**config.mk**
```make
export PLATFORM = sky130hd
export DESIGN_NAME = mag_window_stats
export DESIGN_NICKNAME = d
export VERILOG_FILES = /design/src/rtl/mag_window_stats.sv
export SDC_FILE = /design/constraint.sdc
export NUM_CORES = 1
export LEC_CHECK = 0
export CORE_UTILIZATION = 58
export CTS_CLUSTER_SIZE = 24
export DETAILED_ROUTE_END_ITERATION = 6
export PLACE_DENSITY_LB_ADDON = 0.1
export REMOVE_ABC_BUFFERS = 1
export SLEW_MARGIN = 10
export SYNTH_ARGS = -nofsm -noshare
export SYNTH_HDL_FRONTEND = slang
export SYNTH_SLANG_ARGS = --single-unit
```
**constraint.sdc**
```tcl
create_clock -name clk -period 5.05 [get_ports clk]
set_input_delay 0.505 -clock clk [delete_from_list [all_inputs] [get_ports clk]]
set_output_delay 0.505 -clock clk [all_outputs]
set_load 0.01 [all_outputs]
```
**src/rtl/mag_window_stats.sv**
```systemverilog
// mag_window_stats
//   Statistics stage behind the 8-bit vector-magnitude unit. It keeps the last
//   2^LOG2_WIN accepted magnitudes in a circular buffer and reports:
//   - a truncating moving average over that window;
//   - a peak-hold value;
//   - a sticky over-threshold alarm.
//
// Ports
//   clk, rst_n   clock (rising edge) / asynchronous active-low reset
//   ena          global enable, gates sample acceptance
//   clear        synchronous soft clear of all statistics (ignores ena)
//   in_valid     in_data holds a new magnitude this cycle
//   in_data      unsigned magnitude sample
//   threshold    unsigned alarm threshold, sampled on each accept
//   avg_out      floor(window sum / WIN), meaningful when avg_valid
//   avg_valid    window has been filled since reset/clear
//   peak_out     largest accepted sample since reset/clear
//   alarm        sticky: some accepted sample exceeded threshold
//   fill_count   samples currently in the window, saturates at WIN
module mag_window_stats #(
  parameter int DATA_W   = 8,
  parameter int LOG2_WIN = 3
) (
  input  logic                clk,
  input  logic                rst_n,
  input  logic                ena,
  input  logic                clear,
  input  logic                in_valid,
  input  logic [DATA_W-1:0]   in_data,
  input  logic [DATA_W-1:0]   threshold,
  output logic [DATA_W-1:0]   avg_out,
  output logic                avg_valid,
  output logic [DATA_W-1:0]   peak_out,
  output logic                alarm,
  output logic [LOG2_WIN:0]   fill_count
);

  localparam int WIN   = 1 << LOG2_WIN;
  localparam int SUM_W = DATA_W + LOG2_WIN;
  localparam logic [LOG2_WIN:0] WIN_CNT = {1'b1, {LOG2_WIN{1'b0}}};

  typedef enum logic {FILL = 1'b0, RUN = 1'b1} state_t;

  // Truncating divide of the window sum by WIN.
  function automatic logic [DATA_W-1:0] win_mean(input logic [SUM_W-1:0] s);
    return s[SUM_W-1:LOG2_WIN];
  endfunction

  logic [DATA_W-1:0]   win_mem [WIN];
  logic [LOG2_WIN-1:0] wr_ptr;
  logic [SUM_W-1:0]    sum;
  state_t              state;

  logic                accept;
  logic [DATA_W-1:0]   oldest;
  logic [SUM_W-1:0]    sum_acc;

  state_t              state_n;
  logic [LOG2_WIN-1:0] wr_ptr_n;
  logic [SUM_W-1:0]    sum_n;
  logic [LOG2_WIN:0]   fill_n;
  logic [DATA_W-1:0]   avg_n;
  logic                avg_valid_n;
  logic [DATA_W-1:0]   peak_n;
  logic                alarm_n;

  assign accept = ena & in_valid & ~clear;

  // Stage 0: combinational update. The slot being overwritten is read before
  // the write lands, so once the window is full it is the sample leaving it.
  always_comb begin
    oldest  = (fill_count == WIN_CNT) ? win_mem[wr_ptr] : '0;
    sum_acc = sum + {{LOG2_WIN{1'b0}}, in_data} - {{LOG2_WIN{1'b0}}, oldest};

    state_n     = state;
    wr_ptr_n    = wr_ptr;
    sum_n       = sum;
    fill_n      = fill_count;
    avg_n       = avg_out;
    avg_valid_n = avg_valid;
    peak_n      = peak_out;
    alarm_n     = alarm;

    if (clear) begin
      state_n     = FILL;
      wr_ptr_n    = '0;
      sum_n       = '0;
      fill_n      = '0;
      avg_n       = '0;
      avg_valid_n = 1'b0;
      peak_n      = '0;
      alarm_n     = 1'b0;
    end else if (accept) begin
      wr_ptr_n = wr_ptr + 1'b1;
      sum_n    = sum_acc;
      peak_n   = (in_data > peak_out) ? in_data : peak_out;
      alarm_n  = alarm | (in_data > threshold);
      case (state)
        FILL: begin
          fill_n = fill_count + 1'b1;
          if (fill_n == WIN_CNT) begin
            state_n     = RUN;
            avg_valid_n = 1'b1;
            avg_n       = win_mean(sum_acc);
          end
        end
        RUN: begin
          avg_n = win_mean(sum_acc);
        end
        default: state_n = FILL;
      endcase
    end
  end

  // Stage 1: registered results.
  always_ff @(posedge clk or negedge rst_n) begin
    if (!rst_n) begin
      state      <= FILL;
      wr_ptr     <= '0;
      sum        <= '0;
      fill_count <= '0;
      avg_out    <= '0;
      avg_valid  <= 1'b0;
      peak_out   <= '0;
      alarm      <= 1'b0;
    end else begin
      state      <= state_n;
      wr_ptr     <= wr_ptr_n;
      sum        <= sum_n;
      fill_count <= fill_n;
      avg_out    <= avg_n;
      avg_valid  <= avg_valid_n;
      peak_out   <= peak_n;
      alarm      <= alarm_n;
    end
  end

  // Buffer contents are never read until fill_count says they are valid.
  always_ff @(posedge clk) begin
    if (accept) win_mem[wr_ptr] <= in_data;
  end

endmodule

```
# ---- After elaboration in Yosys (flattened, before gate mapping)
# Memory sizes are Yosys's and may differ from the RTL's.
# Cells that the tools add are included.
dict set report classes {
  add_sub_neg 4
  n_lt_le_gt_ge 2
  n_eq_ne 4
  mux 27
  n_bitwise 5
  n_reduce_logical 7
}
# cell count
set op_table {}
lappend op_table {{2-to-1 mux 8 bit} 7}
lappend op_table {{2-to-1 mux 11 bit} 2}
lappend op_table {{greater-than comparator 8 bit} 2}
lappend op_table {{one-hot mux 8 bit (2 select lines)} 1}
lappend op_table {{2-to-1 mux 1 bit} 12}
lappend op_table {{2-to-1 mux 4 bit} 3}
lappend op_table {{adder 11 x 8 -> 11 bit} 1}
lappend op_table {{subtractor 11 x 8 -> 11 bit} 1}
lappend op_table {{== test 4 bit (second input constant)} 2}
lappend op_table {{2-to-1 mux 3 bit} 2}
lappend op_table {{AND reduction 2 bit} 3}
lappend op_table {{nonzero test 2 bit} 3}
lappend op_table {{adder 4 x 1 -> 4 bit (second input constant)} 1}
lappend op_table {{adder 3 x 1 -> 3 bit (second input constant)} 1}
lappend op_table {{inequality test 3 bit (second input constant)} 1}
lappend op_table {{AND reduction 3 bit} 1}
lappend op_table {{bitwise AND 1 bit} 2}
lappend op_table {{inequality test 2 bit (second input constant)} 1}
lappend op_table {{inverter 1 bit} 2}
lappend op_table {{OR 1 bit} 1}
dict set report totals {
  reg_bits 37
  mem_bits_rw 64
  inputBits 21
  elab_cells 58
  memories 1
}
# name words word_bits read_ports rd_ports_with_merged_regs wr line_no
set memory_table {}
lappend memory_table {win_mem 8 8 1 0 1 49} ;# logic [DATA_W-1:0] win_mem [WIN];

# ---- Depth between registers and ports, before layout
dict set report logic_depth {
  depth_word 7
  depth_mapped 18
  depth_no_buf 16
}

# ---- Worst setup path before layout
# Ideal clock, no wire load.
dict set report synth_path {
  path_type {register to register}
  start {register wr_ptr[0]}
  end {register sum[10]}
  setup_ns 0.078
  t_arrival_ns 3.424
  t_required_ns 4.972
  setup_slack_ns 1.548
  stages_incl_launch_ff 17
  path_buffers 2
  cell_sequence {dfrtp_1 > buf_2 > buf_2 > mux2_2 > a22oi_1 > o22ai_1 > nor2_1 > nor2_1 > fa_1 > inv_1 > ha_1 > nor2b_4 > o31a_1 > o2111ai_2 > o211ai_2 > or3_1 > a21oi_1}
}
dict set report synth_via {
  elab_chain_len 5
}
# element line_no
set synth_rtl {}
lappend synth_rtl {{from (decl)} 50} ;# logic [LOG2_WIN-1:0] wr_ptr;
lappend synth_rtl {{from (signal assigned)} 128} ;# wr_ptr <= wr_ptr_n;
lappend synth_rtl {{memory read (8 x 8 bit)} n/a}
lappend synth_rtl {{2-to-1 mux 8 bit} 72} ;# oldest = (fill_count == WIN_CNT) ? win_mem[wr_ptr] : '0;
lappend synth_rtl {{subtractor 11 x 8 -> 11 bit} 73} ;# sum_acc = sum + {{LOG2_WIN{1'b0}}, in_data} - {{LOG2_WIN{1'b0}}, oldest};
lappend synth_rtl {{2-to-1 mux 11 bit} 93} ;# end else if (accept) begin
lappend synth_rtl {{2-to-1 mux 11 bit} 84} ;# if (clear) begin
lappend synth_rtl {{to (signal assigned)} 129} ;# sum <= sum_n;
lappend synth_rtl {{to (decl)} 51} ;# logic [SUM_W-1:0] sum;
# Every way passes these cells. The select of a mux whose other input is x is not followed.
# A chain may end at the register's enable or synchronous reset.

# ---- Worst setup path in the final report
dict set report layout_path {
  start {register wr_ptr[1]}
  end {register sum[10]}
}
# Same word-level chain as after synthesis.

==> flow_metrics.py <==
metrics = {
    "synthesis": {
        "ys_warn_count": 0,
        "yosys.cell_types.count": 50,
        "syn_avg_cell_area_sq_um": 11.8,
        "async_flop_share": 0.366,
        "ys_seq_elements": 101,
        "synth_ff_type": "edfxtp_1",
        "synth_edf_count": 64,
        "synth_area_sq_um": 5310,
        "synthCells": 451,
        "ys_seq_area_frac": 0.537,
    },
    "hold_path": {
        "holdCritPathClass": "in -> async",
    },
    "run": {
        "cap_viol_max_count": 0,
    },
    "drt": {
        "final_antenna_net_count": 0,
        "routed_wl_mm": 10.8,
        "routed_via_density": 5.70,
        "post_drt_wl_per_cell_microns": 17.7,
        "vias": 3484,
        "drc_errors": 0,
        "drt-initial-drc-count": 168,
        "drt_first_pass_iters": 4,
    },
    "setup_path": {
        "worstReg2RegStart": "wr_ptr[1]",
        "path_max_fanout": 23,
        "crit_path_end_kind": "flip-flop",
        "critPathLaunch": "wr_ptr[1]",
        "r2r_slack_ps": 940,
        "startpoint_type": "flip-flop",
        "crit_type": "reg -> reg",
        "cp.required_ps": 5350,
        "cp.arrival_ps": 4410,
    },
    "cells_and_area": {
        "fin_util": 0.686,
        "n_antenna_cell": 0,
        "num-nets-final": 557,
        "final_cell_area_sq_um": 6040,
        "area_growth_pct": 13.9,
        "layout-drive-gt1-share": 0.0954,
    },
    "sta": {
        "clock.fmax_ghz": 0.243,
        "tns_ps": 0,
        "worstMarginPinSlew_ps": 882,
        "skew_ps": 18.9,
        "max_slew_margin": 0.412,
        "finalHoldViolCount": 0,
        "finalSetupViolations": 0,
        "post-route-min-period_ps": 4110,
        "fin_crit_sh": 0.814,
        "drv_slew": 0,
        "rsz0062_at_grt": "no",
    },
    "placement": {
        "hpwl_mm": 7.55,
        "gp_congestion": 0.824,
        "placed_cell_area_sq_um": 5860,
        "io_buffers": 42,
    },
    "clock_tree": {
        "root_buffer": "clkbuf_8",
        "cts_tree": "built",
        "clk_latency_ps": 380,
        "cts_sinks": 101,
        "hold_buffers": 0,
        "cts_setup_buffers": 0,
        "path_clk_slew_ps": 110,
        "numCtsBuffers": 9,
        "h-tree-depth": 3,
        "cts_max_path_buffers": 2,
        "cts_resized": 0,
    },
    "floorplan": {
        "coreArea_sq_um": 8810,
        "die-height_microns": 97.6,
        "start_util": 0.602,
        "io_pins": 43,
        "die_area_sq_um": 9530,
        "chipWidth_microns": 97.6,
        "rows": 34,
    },
    "global_routing": {
        "met1_usage": 0.346,
        "grt_usage": 0.255,
        "grt_max_degree": 46,
        "grt_pass1_wl_mm": 18.5,
        "top_usage_layer": "met2",
        "grt-ovfl-total": 0,
        "antenna_found_initial": 0,
        "grt_pass1_vias": 3682,
        "use_met2": 0.429,
        "use_met3": 0.0453,
    },
    "power": {
        "ir_drop_mv": 0.135,
        "power_density_nw_per_um2": 296,
        "power_leakage_nw": 2.38,
    },
    "run_status": {
        "outcome": "finished, final reports clean",
    },
}
area by class of cell:
type	count	area [sq um]
Multi-Input combinational cell	280	2190
Timing Repair Buffer	52	490
Tap cell	108	135
Fill cell	628	2760
Clock buffer	9	124
Clock inverter	7	56.3
Sequential cell	101	2850
Inverter	54	203
registers in the layout, summed over array words and instances, names as in the netlist:
register,cells
win_mem,64
alarm,1
wr_ptr,3
state,1
sum,11
peak_out,8
avg_valid,1
fill_count,4
avg_out,8
stage by stage:
stage                     setup WS, ps  power (mW)  instances  hold slack [ps]
after floorplan                   1310        1.19        435              209
after global placement            1080        1.31        595              464
after detailed placement          1010        1.32        595              470
after CTS                          978        1.80        611              244
after global routing               635        1.89        611              299
final                              937        1.79        611              228
worst max-delay path, cell delays in order, from the launching register on:
cell and delay [ps]:
dfrtp_1 930, nor2b_1 470, a22oi_1 150, o22ai_1 240
nor2_1 70, nor2_1 120, ha_1 250, inv_1 50
ha_1 160, inv_1 60, fa_1 430, nor2b_4 140
o31a_1 220, o21a_1 160, o211ai_2 110, or3_1 330
a21oi_1 140
synthesized netlist by cell type (all sizes together) (10+ instances only):
cell type / n / area share
nand2b: 20 / 0.024
nand2: 26 / 0.018
inv: 54 / 0.038
edfxtp: 64 / 0.36
mux2i: 16 / 0.030
o21ai: 11 / 0.010
a21oi: 20 / 0.019
nor2: 42 / 0.030
a22oi: 10 / 0.014
ha: 30 / 0.071
dfrtp: 37 / 0.17
mux2: 10 / 0.021
path summary, 6_finish.rpt:
check	to	depth (start not counted)
setup / recovery	sum[10]	16
hold / removal	sum[8]	1
setup reg to reg	sum[10]	16
hold reg to reg	avg_out[1]	2
max in group asynchronous	peak_out[1]	1
min in group clk	avg_out[1]	2
logic make-up (layout without fill, tap and decap cells):
family	after synthesis	after routing	synth area share
muxes	32	32	0.0769
AOI/OAI and AO/OA	82	82	0.109
and+or+nand+nor	117	117	0.107
xor gates and xnor gates	11	11	0.0182
buffers and inverters	70	122	0.0507
DFF	101	101	0.537
adders and majority gates	38	38	0.101
routing by layer:
layer  vias to the layer above  wire, microns
li1                       1680              -
met3                         2            635
met2                        89           5490
met4                         0             34
met1                      1713           4680
met5                         -              0
cells in the final DEF (no fill, tap or decap), types with 3 or more instances in the layout:
cell type         n
a21o_1            4
buf_4            10
inv_6             3
nor2b_1           6
clkdlybuf4s50_1  41
clkbuf_8          9
o31ai_1           4
ha_1             30
mux2i_1          16
a22oi_1          10
o21ai_0          10
xor2_1            5
inv_1            54
nand2_1          26
o21a_1            6
a21oi_1          20
xnor2_1           6
nor2_1           42
dfrtp_1          37
nand3_1           5
fa_1              8
mux2_2           10
nand2b_1         20
or3_1             5
a211oi_1          3
nor3_1            3
mux4_2            6
o22ai_1           5
edfxtp_1         64
report_power, final:
part | leakage, nW | switching (mW) | internal [mW]
Combinational | 1.20 | 0.204 | 0.171
Clock | 0.0963 | 0.295 | 0.187
Sequential | 1.08 | 0.0235 | 0.907
Total | 2.38 | 0.522 | 1.27
Note: power is estimated with default switching activity, not from simulation.
